[config.mk]
export PLATFORM = sky130hd
export DESIGN_NAME = cdc_afifo_wr_arbiter_flat
export DESIGN_NICKNAME = d
export VERILOG_FILES = /design/src/rtl/cdc_afifo_arb_pkg.sv /design/src/rtl/cdc_afifo_wr_arbiter_if.sv /design/src/rtl/cdc_afifo_arb_rr_pick.sv /design/src/rtl/cdc_afifo_wr_arbiter.sv /design/src/flat_wrapper.sv
export SDC_FILE = /design/constraint.sdc
export NUM_CORES = 1
export LEC_CHECK = 0
export ABC_AREA = 1
export CAP_MARGIN = 30
export CORE_AREA = 8 8 158 160
export CTS_BUF_LIST = sky130_fd_sc_hd__clkbuf_2 sky130_fd_sc_hd__clkbuf_4 sky130_fd_sc_hd__clkbuf_8
export CTS_CLUSTER_SIZE = 20
export DETAILED_ROUTE_END_ITERATION = 16
export DIE_AREA = 0 0 166 168
export MAX_ROUTING_LAYER = met4
export PLACE_DENSITY = 0.54
export SETUP_SLACK_MARGIN = 0.3
export SLEW_MARGIN = 10
export SYNTH_ARGS = -nofsm -noshare
export SYNTH_HDL_FRONTEND = slang
export SYNTH_SLANG_ARGS = --single-unit
[constraint.sdc]
create_clock -name i_clk -period 4.4 [get_ports i_clk]
set_input_delay 1.1 -clock i_clk [delete_from_list [all_inputs] [get_ports i_clk]]
set_output_delay 1.1 -clock i_clk [all_outputs]
set_load 0.02 [all_outputs]
[src/rtl/cdc_afifo_arb_pkg.sv]
// Shared types and constants for the async-FIFO write-side arbiter family.
// Holds the arbiter FSM encoding, its register bundle and the counter widths.
package cdc_afifo_arb_pkg;

  localparam int CDC_ARB_BEAT_W = 8;
  localparam int CDC_ARB_STAT_W = 16;

  typedef enum logic {
    IDLE  = 1'b0,
    BURST = 1'b1
  } arb_state_e;

  typedef struct packed {
    arb_state_e                state;
    logic [CDC_ARB_BEAT_W-1:0] beat_cnt;
  } arb_reg_t;

  localparam arb_reg_t ARB_REG_RST = '{state: IDLE, beat_cnt: '0};

  function automatic logic [CDC_ARB_STAT_W-1:0] sat_inc(input logic [CDC_ARB_STAT_W-1:0] v);
    return (&v) ? v : v + 1'b1;
  endfunction

endpackage

[src/rtl/cdc_afifo_wr_arbiter_if.sv]
// Requester-side handshake plus FIFO write port of the write-side arbiter.
// The slave modport is the arbiter; the master modport is the requesters/FIFO side.
interface cdc_afifo_wr_arbiter_if #(
  parameter int nreq  = 4,
  parameter int dbits = 64
);
  localparam int idw = $clog2(nreq);

  logic [nreq-1:0]       i_req_valid;
  logic [nreq-1:0]       i_req_last;
  logic [nreq*dbits-1:0] i_req_data;
  logic [nreq-1:0]       o_req_ready;
  logic [idw-1:0]        o_gnt_id;
  logic                  o_busy;
  logic                  o_wr;
  logic [dbits+idw:0]    o_wdata;
  logic                  i_wfull;

  modport slave (
    input  i_req_valid, i_req_last, i_req_data, i_wfull,
    output o_req_ready, o_gnt_id, o_busy, o_wr, o_wdata
  );

  modport master (
    output i_req_valid, i_req_last, i_req_data, i_wfull,
    input  o_req_ready, o_gnt_id, o_busy, o_wr, o_wdata
  );

endinterface

[src/rtl/cdc_afifo_arb_rr_pick.sv]
// Combinational rotate-priority picker: first set request strictly after ptr,
// wrapping modulo N (N need not be a power of two).
module cdc_afifo_arb_rr_pick #(
  parameter int N = 4,
  localparam int W = (N > 1) ? $clog2(N) : 1
) (
  input  logic [N-1:0] req,
  input  logic [W-1:0] ptr,
  output logic         found,
  output logic [W-1:0] idx
);

  logic [W-1:0] pos;

  // Walk from the farthest candidate to the nearest so the nearest hit wins.
  always_comb begin
    found = 1'b0;
    idx   = '0;
    pos   = '0;
    for (int off = N; off >= 1; off--) begin
      pos = W'((int'(ptr) + off) % N);
      if (req[pos]) begin
        found = 1'b1;
        idx   = pos;
      end
    end
  end

endmodule

[src/rtl/cdc_afifo_wr_arbiter.sv]
// Round-robin burst arbiter sharing one async-FIFO write port among nreq requesters.
// Optional per-requester beat and stall counters: CDC_AFIFO_WR_ARBITER_STAT_EN.
module cdc_afifo_wr_arbiter
  import cdc_afifo_arb_pkg::*;
#(
  parameter int nreq      = 4,
  parameter int dbits     = 64,
  parameter int burst_max = 8
) (
  input  logic                           i_clk,
  input  logic                           i_nrst,
  cdc_afifo_wr_arbiter_if.slave          bus,
  output logic [nreq*CDC_ARB_STAT_W-1:0] o_stat_beats,
  output logic [CDC_ARB_STAT_W-1:0]      o_stat_stall
);

  localparam int idw = $clog2(nreq);
  localparam logic [idw-1:0]            RR_RST    = idw'(nreq - 1);
  localparam logic [CDC_ARB_BEAT_W-1:0] BEAT_LAST = CDC_ARB_BEAT_W'(burst_max - 1);

  arb_reg_t           reg_q, reg_d;
  logic [idw-1:0]     gnt_q, gnt_d;
  logic [idw-1:0]     rr_ptr_q, rr_ptr_d;

  logic               pick_found;
  logic [idw-1:0]     pick_idx;
  logic               sel_valid, sel_last;
  logic [dbits-1:0]   sel_data;
  logic               wr;
  logic [nreq-1:0]    ready;
  logic [dbits+idw:0] wdata;

  cdc_afifo_arb_rr_pick #(.N(nreq)) u_pick (
    .req   (bus.i_req_valid),
    .ptr   (rr_ptr_q),
    .found (pick_found),
    .idx   (pick_idx)
  );

  // Only the granted requester's lane is ever steered towards the FIFO.
  always_comb begin
    sel_valid = 1'b0;
    sel_last  = 1'b0;
    sel_data  = '0;
    for (int k = 0; k < nreq; k++) begin
      if (gnt_q == idw'(k)) begin
        sel_valid = bus.i_req_valid[k];
        sel_last  = bus.i_req_last[k];
        sel_data  = bus.i_req_data[k*dbits +: dbits];
      end
    end
  end

  // NOTE: every output of this block gets a default before the case, so no
  // path leaves a signal unassigned and no latch can be inferred.
  always_comb begin
    reg_d    = reg_q;
    gnt_d    = gnt_q;
    rr_ptr_d = rr_ptr_q;
    wr       = 1'b0;
    ready    = '0;
    wdata    = '0;
    unique case (reg_q.state)
      IDLE: begin
        if (pick_found) begin
          gnt_d          = pick_idx;
          reg_d.beat_cnt = '0;
          reg_d.state    = BURST;
        end
      end
      BURST: begin
        for (int k = 0; k < nreq; k++) begin
          ready[k] = (gnt_q == idw'(k)) && !bus.i_wfull;
        end
        wr    = sel_valid && !bus.i_wfull;
        wdata = {sel_last, gnt_q, sel_data};
        if (wr) begin
          reg_d.beat_cnt = reg_q.beat_cnt + 1'b1;
          if (sel_last || (reg_q.beat_cnt == BEAT_LAST)) begin
            reg_d.state = IDLE;
            rr_ptr_d    = gnt_q;
          end
        end
      end
    endcase
  end

  // NOTE: state flops use non-blocking assignments so every flop samples the
  // pre-edge values, independent of statement order.
  always_ff @(posedge i_clk or negedge i_nrst) begin
    if (!i_nrst) begin
      reg_q    <= ARB_REG_RST;
      gnt_q    <= '0;
      rr_ptr_q <= RR_RST;
    end else begin
      reg_q    <= reg_d;
      gnt_q    <= gnt_d;
      rr_ptr_q <= rr_ptr_d;
    end
  end

  assign bus.o_req_ready = ready;
  assign bus.o_wr        = wr;
  assign bus.o_wdata     = wdata;
  assign bus.o_busy      = (reg_q.state == BURST);
  assign bus.o_gnt_id    = gnt_q;

`ifdef CDC_AFIFO_WR_ARBITER_STAT_EN
  logic [CDC_ARB_STAT_W-1:0] beats_q [nreq];
  logic [CDC_ARB_STAT_W-1:0] beats_d [nreq];
  logic [CDC_ARB_STAT_W-1:0] stall_q, stall_d;

  always_comb begin
    beats_d = beats_q;
    stall_d = stall_q;
    for (int k = 0; k < nreq; k++) begin
      if (wr && (gnt_q == idw'(k))) begin
        beats_d[k] = sat_inc(beats_q[k]);
      end
    end
    if ((reg_q.state == BURST) && sel_valid && bus.i_wfull) begin
      stall_d = sat_inc(stall_q);
    end
  end

  // NOTE: this array is a handful of discrete flops, not a RAM macro, so it
  // can take the async reset like any other register.
  always_ff @(posedge i_clk or negedge i_nrst) begin
    if (!i_nrst) begin
      for (int k = 0; k < nreq; k++) beats_q[k] <= '0;
      stall_q <= '0;
    end else begin
      beats_q <= beats_d;
      stall_q <= stall_d;
    end
  end

  always_comb begin
    o_stat_beats = '0;
    for (int k = 0; k < nreq; k++) begin
      o_stat_beats[k*CDC_ARB_STAT_W +: CDC_ARB_STAT_W] = beats_q[k];
    end
  end
  assign o_stat_stall = stall_q;
`else
  assign o_stat_beats = '0;
  assign o_stat_stall = '0;
`endif

endmodule

[src/flat_wrapper.sv]
// flat-port wrapper written by rule: the top's interface ports become plain ports
module cdc_afifo_wr_arbiter_flat import cdc_afifo_arb_pkg::*;
#(
  parameter int nreq      = 4,
  parameter int dbits     = 64,
  parameter int burst_max = 8
)
  (i_clk, i_nrst, o_stat_beats, o_stat_stall, bus_i_req_valid, bus_i_req_last, bus_i_req_data, bus_i_wfull, bus_o_req_ready, bus_o_gnt_id, bus_o_busy, bus_o_wr, bus_o_wdata);
  cdc_afifo_wr_arbiter_if #(.nreq(nreq), .dbits(dbits)) bus_i ();
  input  logic i_clk;
  input  logic i_nrst;
  output logic [nreq*CDC_ARB_STAT_W-1:0] o_stat_beats;
  output logic [CDC_ARB_STAT_W-1:0] o_stat_stall;
  input wire logic [$bits(bus_i.i_req_valid)-1:0] bus_i_req_valid;
  input wire logic [$bits(bus_i.i_req_last)-1:0] bus_i_req_last;
  input wire logic [$bits(bus_i.i_req_data)-1:0] bus_i_req_data;
  input wire logic [$bits(bus_i.i_wfull)-1:0] bus_i_wfull;
  output wire logic [$bits(bus_i.o_req_ready)-1:0] bus_o_req_ready;
  output wire logic [$bits(bus_i.o_gnt_id)-1:0] bus_o_gnt_id;
  output wire logic [$bits(bus_i.o_busy)-1:0] bus_o_busy;
  output wire logic [$bits(bus_i.o_wr)-1:0] bus_o_wr;
  output wire logic [$bits(bus_i.o_wdata)-1:0] bus_o_wdata;
  assign bus_i.i_req_valid = bus_i_req_valid;
  assign bus_i.i_req_last = bus_i_req_last;
  assign bus_i.i_req_data = bus_i_req_data;
  assign bus_i.i_wfull = bus_i_wfull;
  assign bus_o_req_ready = bus_i.o_req_ready;
  assign bus_o_gnt_id = bus_i.o_gnt_id;
  assign bus_o_busy = bus_i.o_busy;
  assign bus_o_wr = bus_i.o_wr;
  assign bus_o_wdata = bus_i.o_wdata;
  cdc_afifo_wr_arbiter #(.nreq(nreq), .dbits(dbits), .burst_max(burst_max)) u_core (.i_clk(i_clk), .i_nrst(i_nrst), .bus(bus_i), .o_stat_beats(o_stat_beats), .o_stat_stall(o_stat_stall));
endmodule
======== Word-level counts from Yosys, hierarchy flattened ========
Cells that the tools add are included.
cells by class
  add/sub/neg operators ................... 5
  magnitude comparators ................... 4
  equality and inequality tests ........... 6
  multiplexer cells ....................... 35
  bitwise operators ....................... 1
  reductions and logical operators ........ 11
operators with widths
  kind                                                                    number
  64-bit 2-to-1 mux                                                       4
  67-bit 2-to-1 mux                                                       1
  1-bit 2-to-1 mux                                                        18
  9-bit 2-to-1 mux                                                        2
  9-bit one-hot mux with 2 select lines                                   1
  2-bit by 3-bit < comparator with 1-bit output (second input constant)   4
  8-bit by 1-bit adder with 8-bit output (second input constant)          1
  1-bit binary-select mux with 2-bit select                               4
  8-bit by 3-bit equality test with 1-bit output (second input constant)  1
  2-bit 2-to-1 mux                                                        4
  1-bit logical AND                                                       5
  2-bit by 1-bit adder with 2-bit output (second input constant)          2
  2-bit adder (second input constant)                                     2
  2-bit equality test (second input constant)                             2
  4-bit 2-to-1 mux                                                        1
  2-bit AND reduction                                                     2
  3-bit AND reduction                                                     1
  2-bit by 1-bit equality test with 1-bit output (second input constant)  1
  2-bit zero test                                                         1
  2-bit by 1-bit != test with 1-bit output (second input constant)        1
  2-bit != test (second input constant)                                   1
  1-bit zero test                                                         1
  1-bit logical OR                                                        1
  1-bit NOT                                                               1
storage, ports and cells
  register bits ........................... 13

======== Logic depth before layout (Yosys ltp) ========
  word-level depth ........................ 9
  gate-level depth with buffers ........... 11

======== Hierarchy ========
From an unflattened synthesis, not the netlist that was laid out.
unflattened totals
  cells, all modules ...................... 691
  area, all modules ....................... 3,794.9 um2
modules (own cells, without submodules)
  module                 instances  cells each  area each (um2)  seq. area each (um2)
  cdc_afifo_wr_arbiter   1          640         3,548.4          327.8
  cdc_afifo_arb_rr_pick  1          51          246.5            0.0

======== Least setup slack after synthesis ========
Ideal clock, no wire load.
  kind .................................... input to output
  from .................................... in bus_i_wfull
  to ...................................... out bus_o_req_ready[1]
  arrival time ............................ 1.833 ns
  data required time ...................... 3.300 ns
  path slack .............................. 1.467 ns
  cell stages on the path ................. 2
  buffers on the path ..................... 0
  cells stage by stage .................... or2_1 nor3_1
between the ends
  cells in the longest elaborated chain, start to end .. 3
RTL lines
  item               line                        text
  start, declared    flat_wrapper.sv:17          input wire logic [$bits(bus_i.i_wfull)-1:0] bus_i_wfull;
  1-bit zero test    cdc_afifo_wr_arbiter.sv:73  ready[k] = (gnt_q == idw'(k)) && !bus.i_wfull;
  1-bit logical AND  cdc_afifo_wr_arbiter.sv:73
  4-bit 2-to-1 mux   cdc_afifo_wr_arbiter.sv:63  unique case (reg_q.state)
  end, declared      flat_wrapper.sv:18          output wire logic [$bits(bus_i.o_req_ready)-1:0] bus_o_req_ready;
Every way passes these cells.

======== Worst setup path after layout ========
  from .................................... in bus_i_wfull
  to ...................................... out bus_o_wr
between the ends
  cells in the longest elaborated chain, start to end .. 3
RTL lines
  item               line                        text
  1-bit zero test    cdc_afifo_wr_arbiter.sv:75  wr = sel_valid && !bus.i_wfull;
  1-bit logical AND  cdc_afifo_wr_arbiter.sv:75
  1-bit 2-to-1 mux   cdc_afifo_wr_arbiter.sv:63
  end, declared      flat_wrapper.sv:21          output wire logic [$bits(bus_i.o_wr)-1:0] bus_o_wr;
Every way passes these cells.

==> results.py <==
metrics = {
    "status": {
        "status": "finished clean",
    },
    "cts": {
        "ctsHoldBuffers": 0,
        "numCtsBuffers": 3,
        "cts_root_buf": "clkbuf_8",
        "path_clk_slew_ns": 0.05,
        "cts_tree": "done",
        "htreeDepth": 1,
        "cts_buffer_depth": 2,
        "clkSinkCount": 13,
        "cts_setup_buffers": 0,
        "clkLatencyLatePin_ns": 0.24,
        "cts_resized": 0,
    },
    "run": {
        "max-cap-violations": 0,
    },
    "worst_setup_path": {
        "cp-end-kind": "output port",
        "crit_required_ns": 3.30,
        "critPathArrivalTime_ns": 2.85,
        "worst-path-max-fanout": 8,
        "start_kind": "input port",
        "path_class": "in -> out",
    },
    "floorplanning": {
        "start_util": 0.154,
        "die_w_um": 166,
        "fp.dieH_um": 168,
        "core_sq_mm": 0.0224,
        "io-pin-count": 422,
        "rows": 55,
        "die-area_sq_mm": 0.0279,
    },
    "routing": {
        "drtAntennaViolNets": 0,
        "via_per_inst": 4.17,
        "wl_um": 22300,
        "drt-pass1-iter-count": 5,
        "route.detailed.drc": 0,
        "vias": 5124,
        "wl_per_cell_um": 18.1,
        "drt_iter0_markers": 340,
    },
    "sta": {
        "slew_headroom": 0.569,
        "fin_crit_ns": 3.95,
        "fmax_mhz": 253,
        "period_share": 0.897,
        "rsz0062_at_grt": "false",
        "setup_viol": 0,
        "tns_ns": 0,
        "drv_slew": 0,
        "skew_ns": 0.00641,
        "hold_viol": 0,
        "tightest_slew_ns": 0.647,
    },
    "power": {
        "power.total_uw": 4380,
        "clockPowerShare": 0.026,
        "p_leak_uw": 0.00297,
        "p_int_uw": 1940,
        "seqPwrFrac": 0.055,
        "combPwrFrac": 0.919,
        "power_density_mw_per_mm2": 632,
        "switchingPower_uw": 2430,
        "peakVddDrop_mv": 0.286,
        "p_sw_frac": 0.556,
    },
    "global_route": {
        "grt_use_met3": 0.0344,
        "grt_use_met2": 0.276,
        "use_met1": 0.180,
        "grt_first_pass_wirelength_um": 33200,
        "grt_util_all_layers": 0.153,
        "grt_pass1_vias": 5339,
        "grt_max_degree": 51,
        "antenna_found_initial": 2,
        "busiest_layer": "met2",
        "grt-ovfl-total": 0,
    },
    "yosys": {
        "synth_area_leader_cell": "buf_4",
        "syn_area_per_cell_sq_um": 5.53,
        "syn_area_sq_mm": 0.00345,
        "synth.most_common_cell": "nand2_1",
        "ys_types": 30,
        "synth_cells": 625,
        "synth_top_area_share": 0.178,
        "synthArstFlopShare": 1.00,
        "yosysSeqAreaShare": 0.0949,
        "synthFlopType": "dfrtp_1",
        "ys_seq_elements": 13,
        "yosys-top-cells-count": "nand2_1, buf_4, nor2_1",
        "synth_enable_flop_cells": 0,
        "synthTopCellsByArea": "buf_4, nand2_1, dfrtp_1, nand3_1, o211ai_1",
        "ys_warn_count": 0,
    },
    "worst_hold_path": {
        "hold_path.class": "reg -> reg",
    },
    "final_layout": {
        "area_growth_pct": 100,
        "layout-drive-gt1-share": 0.0350,
        "nNetsFinal": 1211,
    },
    "place": {
        "place.detailed.hpwl_um": 17900,
        "gp_congestion": 0.820,
        "port_buffers": 341,
    },
}
==> stage by stage <==
stage	util	instance area (sq um)	cells	hold WS [ns]	setup WS, ns
3_3_place_gp	0.307	6870	1223	0.496	0.380
6_report	0.309	6920	1229	0.515	0.454
2_1_floorplan	-	3750	704	0.476	1.47
4_1_cts	0.309	6910	1227	0.517	0.411
5_1_grt	0.309	6920	1229	0.527	0.375
3_5_place_dp	0.307	6870	1223	0.510	0.419
==> sequential cells by signal (all words and copies together), names as in the netlist <==
| name | cells |
|---|---|
| u_core.reg_q | 8 |
| u_core.bus.o_gnt_id | 2 |
| u_core.rr_ptr_q | 2 |
| u_core.bus.o_busy | 1 |
==> per-layer routing <==
layer / vias up / share of wire
met5: - / 0
met4: 0 / 0.0035
met3: 4 / 0.068
met2: 231 / 0.52
met1: 2327 / 0.41
li1: 2562 / -
==> path summary, 6_finish.rpt <==
kind                                                         start                                  to  slack (ns)  cells past startpoint
worst min register to register      u_core.rr_ptr_q[1]$_DFFE_PN1P_      u_core.rr_ptr_q[1]$_DFFE_PN1P_        0.51                      2
worst max-delay path                                   bus_i_wfull                            bus_o_wr        0.45                      6
min in group asynchronous                                   i_nrst         u_core.reg_q[5]$_DFFE_PN0P_        1.23                      1
worst max register to register  u_core.bus.o_gnt_id[0]$_DFFE_PN0P_         u_core.bus.o_busy$_DFF_PN0_        2.35                     10
worst min-delay path                u_core.rr_ptr_q[1]$_DFFE_PN1P_      u_core.rr_ptr_q[1]$_DFFE_PN1P_        0.51                      2
max in group asynchronous                                   i_nrst  u_core.bus.o_gnt_id[1]$_DFFE_PN0P_        2.74                      1
==> cells by family after synthesis <==
group	after synthesis	synth area share
simple gates	280	0.333
buf+inv	177	0.287
compound gates	151	0.275
flops	13	0.0949
xor+xnor	2	0.00507
fa+ha+maj	1	0.00362
other cells	1	0.00109
==> power by group through the flow <==
stage	clock, uW	combinational [uW]	sequential (uW)
after floorplan	0	2250	208
after global placement	0	4060	248
after detailed placement	0	4060	246
after CTS	117	4080	244
after global routing	126	4390	252
final	113	4020	241
==> cell usage in the layout (no fill, tap or decap) <==
cell type	synthesis	layout
nand2_2	0	1
o21ai_0	43	43
nor2_2	1	1
o21ai_1	7	7
or2_1	1	1
a21oi_1	31	31
ha_1	1	1
nand2_1	154	153
buf_12	0	1
nand4_1	1	1
dfrtp_2	0	2
inv_2	6	6
nor2_4	1	1
dfstp_2	2	2
or2_2	1	1
o21bai_1	5	5
nand3_1	54	54
inv_1	49	49
nand3b_1	2	2
o22ai_1	7	7
dfrtp_1	11	9
o211ai_1	35	35
clkdlybuf4s50_1	0	341
o221ai_1	23	23
nor3_1	3	3
diode_2	0	2
xor2_1	2	2
or2_0	1	1
nor2_1	61	61
clkbuf_4	0	1
conb_1	1	80
clkbuf_8	0	3
buf_4	82	14
==> critical path: stages <==
cell	delay, ns
clkdlybuf4s50_1	0.39
or2_1	0.33
a21oi_1	0.16
nand2_1	0.10
inv_2	0.13
clkdlybuf4s50_1	0.62
==> area by class of cell <==
cell class | count | area (sq um)
inverters | 55 | 206
flip-flops and latches | 13 | 330
multi-input cells | 514 | 2430
diodes | 2 | 5.00
repair buffers | 356 | 3540
well taps | 285 | 357
clock buffers | 4 | 48.8
fillers | 2489 | 15400
Power figures use the tool's default switching activity.
